## src/rtl/tl_inflight_tracker.sv

```systemverilog
// Per-source TileLink-UL/UH in-flight tracker with registered protocol-error pulses.
// Optional watchdog enabled by defining TL_INFLIGHT_WATCHDOG_EN.
module tl_inflight_tracker #(
  parameter int SOURCE_BITS = 2,
  parameter int SIZE_BITS   = 3,
  parameter int BEAT_LOG2   = 2,
  parameter int TIMEOUT     = 4096
) (
  input  logic                     clock,
  input  logic                     reset,
  input  logic                     a_valid,
  input  logic                     a_ready,
  input  logic [2:0]               a_opcode,
  input  logic [SOURCE_BITS-1:0]   a_source,
  input  logic [SIZE_BITS-1:0]     a_size,
  input  logic                     d_valid,
  input  logic                     d_ready,
  input  logic [2:0]               d_opcode,
  input  logic [SOURCE_BITS-1:0]   d_source,
  input  logic [SIZE_BITS-1:0]     d_size,
  output logic [(1<<SOURCE_BITS)-1:0] inflight_mask,
  output logic [SOURCE_BITS:0]     inflight_cnt,
  output logic                     err_a_dup,
  output logic                     err_d_unexp,
  output logic                     err_d_opcode,
  output logic                     err_d_size,
  output logic                     err_burst,
  output logic                     err_timeout
);
  localparam int N  = 1 << SOURCE_BITS;
  localparam int CW = 1 << SIZE_BITS;

  typedef struct packed {
    logic                 vld;
    logic [2:0]           opc;
    logic [SIZE_BITS-1:0] size;
  } ent_t;

  function automatic logic [CW-1:0] beats_m1(input logic multi, input logic [SIZE_BITS-1:0] size);
    logic [CW-1:0] r;
    r = '0;
    if (multi && int'(size) > BEAT_LOG2) r = (CW'(1) << (int'(size) - BEAT_LOG2)) - CW'(1);
    return r;
  endfunction

  function automatic logic [2:0] exp_d(input logic [2:0] a_opc);
    logic [2:0] r;
    case (a_opc)
      3'd0, 3'd1:       r = 3'd0;
      3'd2, 3'd3, 3'd4: r = 3'd1;
      3'd5:             r = 3'd2;
      default:          r = 3'd7; // undefined A opcodes never match a legal response
    endcase
    return r;
  endfunction

  ent_t                   tbl [N];
  logic [CW-1:0]          a_cnt, d_cnt;
  logic [2:0]             a_lopc, d_lopc;
  logic [SOURCE_BITS-1:0] a_lsrc, d_lsrc;
  logic [SIZE_BITS-1:0]   a_lsize, d_lsize;

  logic a_fire, d_fire, a_first, d_first, d_last, same_src;
  logic [CW-1:0] a_bm1, d_bm1;
  logic d_hit_tbl, d_hit_a, unexp, opc_bad, size_bad, dup, zero_lat, a_brst, d_brst;
  logic [2:0] ref_opc;
  logic [SIZE_BITS-1:0] ref_size;
  logic [N-1:0] set_v, clr_v, nxt_vld;
  logic [SOURCE_BITS:0] nxt_cnt;

  assign a_fire   = a_valid && a_ready;
  assign d_fire   = d_valid && d_ready;
  assign a_first  = a_fire && (a_cnt == '0);
  assign d_first  = d_fire && (d_cnt == '0);
  assign a_bm1    = beats_m1(a_opcode == 3'd0 || a_opcode == 3'd1, a_size);
  assign d_bm1    = beats_m1(d_opcode == 3'd1, d_size);
  assign d_last   = d_fire && (d_first ? (d_bm1 == '0) : (d_cnt == CW'(1)));
  assign same_src = (a_source == d_source);

  // A stored entry takes precedence; a same-cycle A first beat covers zero-latency responses.
  assign d_hit_tbl = tbl[d_source].vld;
  assign d_hit_a   = a_first && same_src;
  assign ref_opc   = d_hit_tbl ? tbl[d_source].opc  : a_opcode;
  assign ref_size  = d_hit_tbl ? tbl[d_source].size : a_size;
  assign unexp     = d_first && !d_hit_tbl && !d_hit_a;
  assign opc_bad   = d_first && !unexp && (d_opcode != exp_d(ref_opc));
  assign size_bad  = d_first && !unexp && (d_size != ref_size);
  assign zero_lat  = a_first && d_last && same_src && !tbl[a_source].vld;
  // A request reusing a source retired by this cycle's D last beat is legal.
  assign dup       = a_first && tbl[a_source].vld && !(d_last && same_src);

  assign a_brst = a_fire && !a_first &&
                  (a_opcode != a_lopc || a_source != a_lsrc || a_size != a_lsize);
  assign d_brst = d_fire && !d_first &&
                  (d_opcode != d_lopc || d_source != d_lsrc || d_size != d_lsize);

  always_comb begin
    set_v   = '0;
    clr_v   = '0;
    nxt_vld = '0;
    nxt_cnt = '0;
    for (int i = 0; i < N; i++) begin
      set_v[i]   = a_first && (a_source == SOURCE_BITS'(i)) && !zero_lat;
      clr_v[i]   = d_last && (d_source == SOURCE_BITS'(i));
      nxt_vld[i] = set_v[i] || (tbl[i].vld && !clr_v[i]);
      nxt_cnt    = nxt_cnt + (SOURCE_BITS+1)'(nxt_vld[i]);
    end
  end

  always_ff @(posedge clock) begin
    if (reset) begin
      a_cnt <= '0; d_cnt <= '0;
      a_lopc <= '0; a_lsrc <= '0; a_lsize <= '0;
      d_lopc <= '0; d_lsrc <= '0; d_lsize <= '0;
      for (int i = 0; i < N; i++) tbl[i] <= '0;
      inflight_mask <= '0;
      inflight_cnt  <= '0;
      err_a_dup <= 1'b0; err_d_unexp <= 1'b0; err_d_opcode <= 1'b0;
      err_d_size <= 1'b0; err_burst <= 1'b0;
    end else begin
      if (a_first) begin
        a_cnt <= a_bm1; a_lopc <= a_opcode; a_lsrc <= a_source; a_lsize <= a_size;
      end else if (a_fire) a_cnt <= a_cnt - CW'(1);
      if (d_first) begin
        d_cnt <= d_bm1; d_lopc <= d_opcode; d_lsrc <= d_source; d_lsize <= d_size;
      end else if (d_fire) d_cnt <= d_cnt - CW'(1);
      for (int i = 0; i < N; i++) begin
        if (set_v[i])      tbl[i] <= '{vld: 1'b1, opc: a_opcode, size: a_size};
        else if (clr_v[i]) tbl[i].vld <= 1'b0;
      end
      inflight_mask <= nxt_vld;
      inflight_cnt  <= nxt_cnt;
      err_a_dup    <= dup;
      err_d_unexp  <= unexp;
      err_d_opcode <= opc_bad;
      err_d_size   <= size_bad;
      err_burst    <= a_brst || d_brst;
    end
  end

`ifdef TL_INFLIGHT_WATCHDOG_EN
  logic [15:0] wd_cnt;
  always_ff @(posedge clock) begin
    if (reset) begin
      wd_cnt      <= '0;
      err_timeout <= 1'b0;
    end else begin
      if (d_fire || inflight_mask == '0) wd_cnt <= '0;
      else if (wd_cnt != 16'(TIMEOUT))   wd_cnt <= wd_cnt + 16'd1;
      if (wd_cnt == 16'(TIMEOUT)) err_timeout <= 1'b1;
    end
  end
`else
  assign err_timeout = 1'b0;
`endif
endmodule

```

## config.mk

```make
export PLATFORM = sky130hd
export DESIGN_NAME = tl_inflight_tracker
export DESIGN_NICKNAME = d
export VERILOG_FILES = /design/src/rtl/tl_inflight_tracker.sv
export SDC_FILE = /design/constraint.sdc
export NUM_CORES = 1
export LEC_CHECK = 0
export ABC_AREA = 0
export ABC_CLOCK_PERIOD_IN_PS = 5400
export CORE_ASPECT_RATIO = 0.8
export CORE_MARGIN = 5
export CORE_UTILIZATION = 58
export DETAILED_ROUTE_END_ITERATION = 6
export GPL_ROUTABILITY_DRIVEN = 0
export GPL_TIMING_DRIVEN = 0
export PLACE_DENSITY = 0.8
export SKIP_CTS_REPAIR_TIMING = 1
export SYNTH_ARGS = -nofsm -noshare
export SYNTH_HDL_FRONTEND = slang
export SYNTH_SLANG_ARGS = --single-unit
```

## constraint.sdc

```tcl
create_clock -name clock -period 5.4 [get_ports clock]
set_input_delay 1.62 -clock clock [delete_from_list [all_inputs] [get_ports clock]]
set_output_delay 1.62 -clock clock [all_outputs]
set_load 0.01 [all_outputs]
```

==> run_summary.xml <==
<?xml version="1.0" encoding="UTF-8"?>
<metrics>
  <group name="run_status">
    <metric name="run_status" unit="">completed</metric>
  </group>
  <group name="route">
    <metric name="drt-met1-wl" unit="µm">4240</metric>
    <metric name="dr.max_layer_used" unit="">met4</metric>
    <metric name="route.detailed.wl_per_inst" unit="µm">18.1</metric>
    <metric name="met3WireLength" unit="µm">782</metric>
    <metric name="routed_via_density" unit="">6.02</metric>
    <metric name="drc" unit="">0</metric>
    <metric name="via_total_after_detailed_routing" unit="">3298</metric>
    <metric name="routed_wirelength" unit="µm">9910</metric>
    <metric name="detail_route.first_pass.iterations" unit="">5</metric>
    <metric name="ant_nets" unit="">0</metric>
    <metric name="dr_wl_met2" unit="µm">4700</metric>
    <metric name="dr.first_iter.drc_count" unit="">261</metric>
  </group>
  <group name="setup_path">
    <metric name="critPathLaunchType" unit="">input port</metric>
    <metric name="crit_path_end_kind" unit="">flop</metric>
    <metric name="crit_arrival" unit="ns">5.30</metric>
    <metric name="crit_path_max_fanout" unit="">10</metric>
    <metric name="required" unit="ns">5.62</metric>
    <metric name="timing_worst_setup_path_type" unit="">input port to flop</metric>
  </group>
  <group name="placed_design">
    <metric name="post-dp-hpwl" unit="µm">7200</metric>
    <metric name="numPortBuffers" unit="">28</metric>
  </group>
  <group name="yosys">
    <metric name="synth_top_family_by_area" unit="">simple AND/OR/NAND/NOR gates</metric>
    <metric name="post_synth.cell_area_avg" unit="µm²">9.66</metric>
    <metric name="post_synth_most_frequent_cells" unit="">sky130_fd_sc_hd__nand2_1 (54), sky130_fd_sc_hd__dfxtp_1 (44), sky130_fd_sc_hd__a21oi_1 (41)</metric>
    <metric name="synth.most_common_cell" unit="">sky130_fd_sc_hd__nand2_1</metric>
    <metric name="postSynthRegisterBits" unit="">72</metric>
    <metric name="syn-instance-count" unit="">417</metric>
    <metric name="synth_mux_area_frac" unit="">0.0609</metric>
    <metric name="synth_top_flop_cell" unit="">sky130_fd_sc_hd__dfxtp_1</metric>
    <metric name="post_synth_xor_area_fraction" unit="">0.0543</metric>
    <metric name="post_synth_fa_ha_maj_area_fraction" unit="">0.0484</metric>
    <metric name="compound_cell_area_share_of_the_yosys_netlist" unit="">0.165</metric>
    <metric name="synth_largest_area_cell" unit="">sky130_fd_sc_hd__dfxtp_1</metric>
    <metric name="synth_seq_area_share" unit="">0.427</metric>
    <metric name="netlist_top_cells_area" unit="">sky130_fd_sc_hd__dfxtp_1 (22%), sky130_fd_sc_hd__edfxtp_1 (21%), sky130_fd_sc_hd__a21oi_1 (5.1%)</metric>
    <metric name="postSynthNetCount" unit="">454</metric>
    <metric name="synth_top_area_share" unit="">0.219</metric>
    <metric name="async_reset_ff_frac" unit="">0</metric>
    <metric name="cell_area_after_technology_mapping" unit="µm²">4030</metric>
    <metric name="synth.lib_cells_used.distinct" unit="">59</metric>
    <metric name="yosys_warnings" unit="">0</metric>
    <metric name="synthSimpleGateAreaFrac" unit="">0.198</metric>
    <metric name="synth_enable_flop_cells" unit="">28</metric>
  </group>
  <group name="pwr">
    <metric name="p_leak" unit="nW">1.71</metric>
    <metric name="worst_ir_drop_vdd" unit="µV">167</metric>
    <metric name="ratio_of_total_power_to_cell_area" unit="nW/µm²">312</metric>
  </group>
  <group name="cells_and_area">
    <metric name="fin_util" unit="">0.683</metric>
    <metric name="antennaDiodeCount" unit="">0</metric>
    <metric name="synthToLayoutAreaGrowth" unit="%">15.7</metric>
    <metric name="number_of_nets_in_the_layout" unit="">493</metric>
    <metric name="layout_cells_sized_above_1" unit="">0.115</metric>
  </group>
  <group name="clock_tree">
    <metric name="worstSkewPairLatency" unit="ns">0.35</metric>
    <metric name="clock_slew_seen_by_the_registers_of_the_worst_setup_and_hold_paths" unit="ns">0.08</metric>
    <metric name="clock_root_cell" unit="">sky130_fd_sc_hd__clkbuf_8</metric>
    <metric name="tritoncts" unit="">built</metric>
    <metric name="numClockSinks" unit="">72</metric>
    <metric name="clock_tree.htree_level_count" unit="">3</metric>
    <metric name="clockBufferDepth" unit="">2</metric>
    <metric name="cts_buffers" unit="">9</metric>
  </group>
  <group name="flow_run">
    <metric name="cap_viol_max_count" unit="">0</metric>
  </group>
  <group name="floorplanning">
    <metric name="floorplan.io_pins" unit="">35</metric>
    <metric name="dieHeight" unit="µm">84.5</metric>
    <metric name="die_x_extent" unit="µm">103</metric>
    <metric name="core_area" unit="µm²">6820</metric>
    <metric name="overall_die_area" unit="µm²">8720</metric>
    <metric name="initial_cell_density_of_the_core" unit="">0.590</metric>
    <metric name="row_count" unit="">27</metric>
  </group>
  <group name="grt">
    <metric name="first_global_vias" unit="">3291</metric>
    <metric name="track_usage" unit="">0.240</metric>
    <metric name="grt_first_pass_wirelength" unit="µm">16300</metric>
    <metric name="initial_antenna_violation_count" unit="">0</metric>
    <metric name="grt_max_degree" unit="">14</metric>
    <metric name="globalRoute.totalOverflow" unit="">0</metric>
  </group>
  <group name="timing">
    <metric name="grt_setup_unrepaired" unit="">no</metric>
    <metric name="timing.final.crit_share" unit="">0.941</metric>
    <metric name="relSlewSlack" unit="">0.306</metric>
    <metric name="setup-tns-final" unit="ns">0</metric>
    <metric name="final_period_minus_worst_setup_slack" unit="ns">5.08</metric>
    <metric name="hold_violations" unit="">0</metric>
    <metric name="setup_viol_count_final" unit="">0</metric>
    <metric name="fmax" unit="MHz">197</metric>
    <metric name="fin_skew" unit="ns">0.00644</metric>
    <metric name="finalMaxSlewViolations" unit="">0</metric>
    <metric name="timing_worst_slew_pin_value" unit="ns">1.03</metric>
  </group>
  <group name="hold_path">
    <metric name="hold_path_class" unit="">flop to flop</metric>
  </group>
</metrics>
## flip-flops by register name (all words and copies together), names as in the netlist
| register | flops |
|---|---|
| err_d_unexp | 1 |
| a_lsrc | 2 |
| d_cnt | 8 |
| a_lopc | 3 |
| tbl | 28 |
| d_lsrc | 2 |
| err_burst | 1 |
| a_cnt | 8 |
| err_d_opcode | 1 |
| inflight_cnt | 3 |
| inflight_mask | 4 |
| d_lopc | 3 |
| a_lsize | 3 |
| d_lsize | 3 |
| err_a_dup | 1 |
| err_d_size | 1 |
## layout by cell type (no fill, tap or decap), types with 3 or more instances in the layout
cell / n
sky130_fd_sc_hd__nand2_1: 54
sky130_fd_sc_hd__dfxtp_1: 44
sky130_fd_sc_hd__a21oi_1: 41
sky130_fd_sc_hd__clkdlybuf4s50_1: 28
sky130_fd_sc_hd__edfxtp_1: 28
sky130_fd_sc_hd__and2_1: 24
sky130_fd_sc_hd__xnor2_1: 23
sky130_fd_sc_hd__nor2_1: 20
sky130_fd_sc_hd__o21ai_0: 18
sky130_fd_sc_hd__inv_1: 17
sky130_fd_sc_hd__clkbuf_1: 17
sky130_fd_sc_hd__nor3_1: 16
sky130_fd_sc_hd__ha_1: 14
sky130_fd_sc_hd__clkbuf_8: 9
sky130_fd_sc_hd__nand3_1: 8
sky130_fd_sc_hd__mux4_2: 8
sky130_fd_sc_hd__a31oi_1: 6
sky130_fd_sc_hd__nand4_1: 6
sky130_fd_sc_hd__and3_1: 4
sky130_fd_sc_hd__a21o_1: 4
sky130_fd_sc_hd__a211oi_1: 4
sky130_fd_sc_hd__buf_2: 3
sky130_fd_sc_hd__buf_4: 3
sky130_fd_sc_hd__nor2b_1: 3
sky130_fd_sc_hd__mux2_4: 3
sky130_fd_sc_hd__bufinv_16: 3
## where the power goes
group	total, W	switching (W)	internal [W]
Clock	0.000525	0.000215	0.000310
Combinational	0.000299	0.000173	0.000127
Sequential	0.000628	0.0000267	0.000602
Total	0.00145	0.000414	0.00104
## final cells by class
type	instances	area, µm²
Sequential cell	72	1720
Multi-Input combinational cell	304	2120
Clock buffer	10	128
Tap cell	87	109
Buffer	24	120
Fill cell	543	2160
Timing Repair Buffer	28	280
Inverter	17	63.8
Clock inverter	6	116
## cell families after synthesis
| group | count (synthesis) |
|---|---|
| DFF | 72 |
| buffers and inverters | 41 |
| xor gates and xnor gates | 25 |
| adders and majority gates | 15 |
| and+or+nand+nor | 152 |
| muxes | 13 |
| AOI/OAI and AO/OA | 98 |
| other | 1 |
## per-layer routing
metal,up-vias,track usage
met5,-,0
met4,0,0.0694
met3,23,0.0565
met2,124,0.388
met1,1582,0.321
li1,1569,-
## stage by stage
step	area (µm²)	worst slack (ns)	hold slack [ns]	total power, W	std cells
after floorplan	4030	0.981	0.449	0.000840	417
after global placement	4420	0.142	0.454	0.000918	532
after detailed placement	4420	0.0177	0.459	0.000933	532
after CTS	4660	0.369	0.470	0.00145	548
after global routing	4660	0.131	0.491	0.00151	548
final	4660	0.319	0.471	0.00145	548
## worst max-delay path, cell delays in order
cell                              delay, ns
sky130_fd_sc_hd__clkdlybuf4s50_1       0.63
sky130_fd_sc_hd__inv_1                 0.17
sky130_fd_sc_hd__ha_1                  0.38
sky130_fd_sc_hd__nor4b_2               0.26
sky130_fd_sc_hd__xnor2_1               0.21
sky130_fd_sc_hd__o41ai_2               0.10
sky130_fd_sc_hd__a22o_4                0.30
sky130_fd_sc_hd__buf_4                 0.18
sky130_fd_sc_hd__nand2_1               0.17
sky130_fd_sc_hd__a22oi_1               0.13
sky130_fd_sc_hd__fa_1                  0.55
sky130_fd_sc_hd__inv_1                 0.04
sky130_fd_sc_hd__ha_1                  0.17
sky130_fd_sc_hd__ha_1                  0.27
sky130_fd_sc_hd__nor2b_1               0.13
## worst paths after layout
check | startpoint | slack (ns) | cells after the start | endpoint
hold reg to reg | d_lsize[0] | 0.47 | 2 | d_lsize[0]
hold / removal | d_lsize[0] | 0.47 | 2 | d_lsize[0]
setup reg to reg | d_cnt[0] | 1.96 | 15 | inflight_cnt[1]
setup / recovery | d_size[1] | 0.32 | 15 | inflight_cnt[1]
Note: power is estimated with default switching activity, not from simulation.
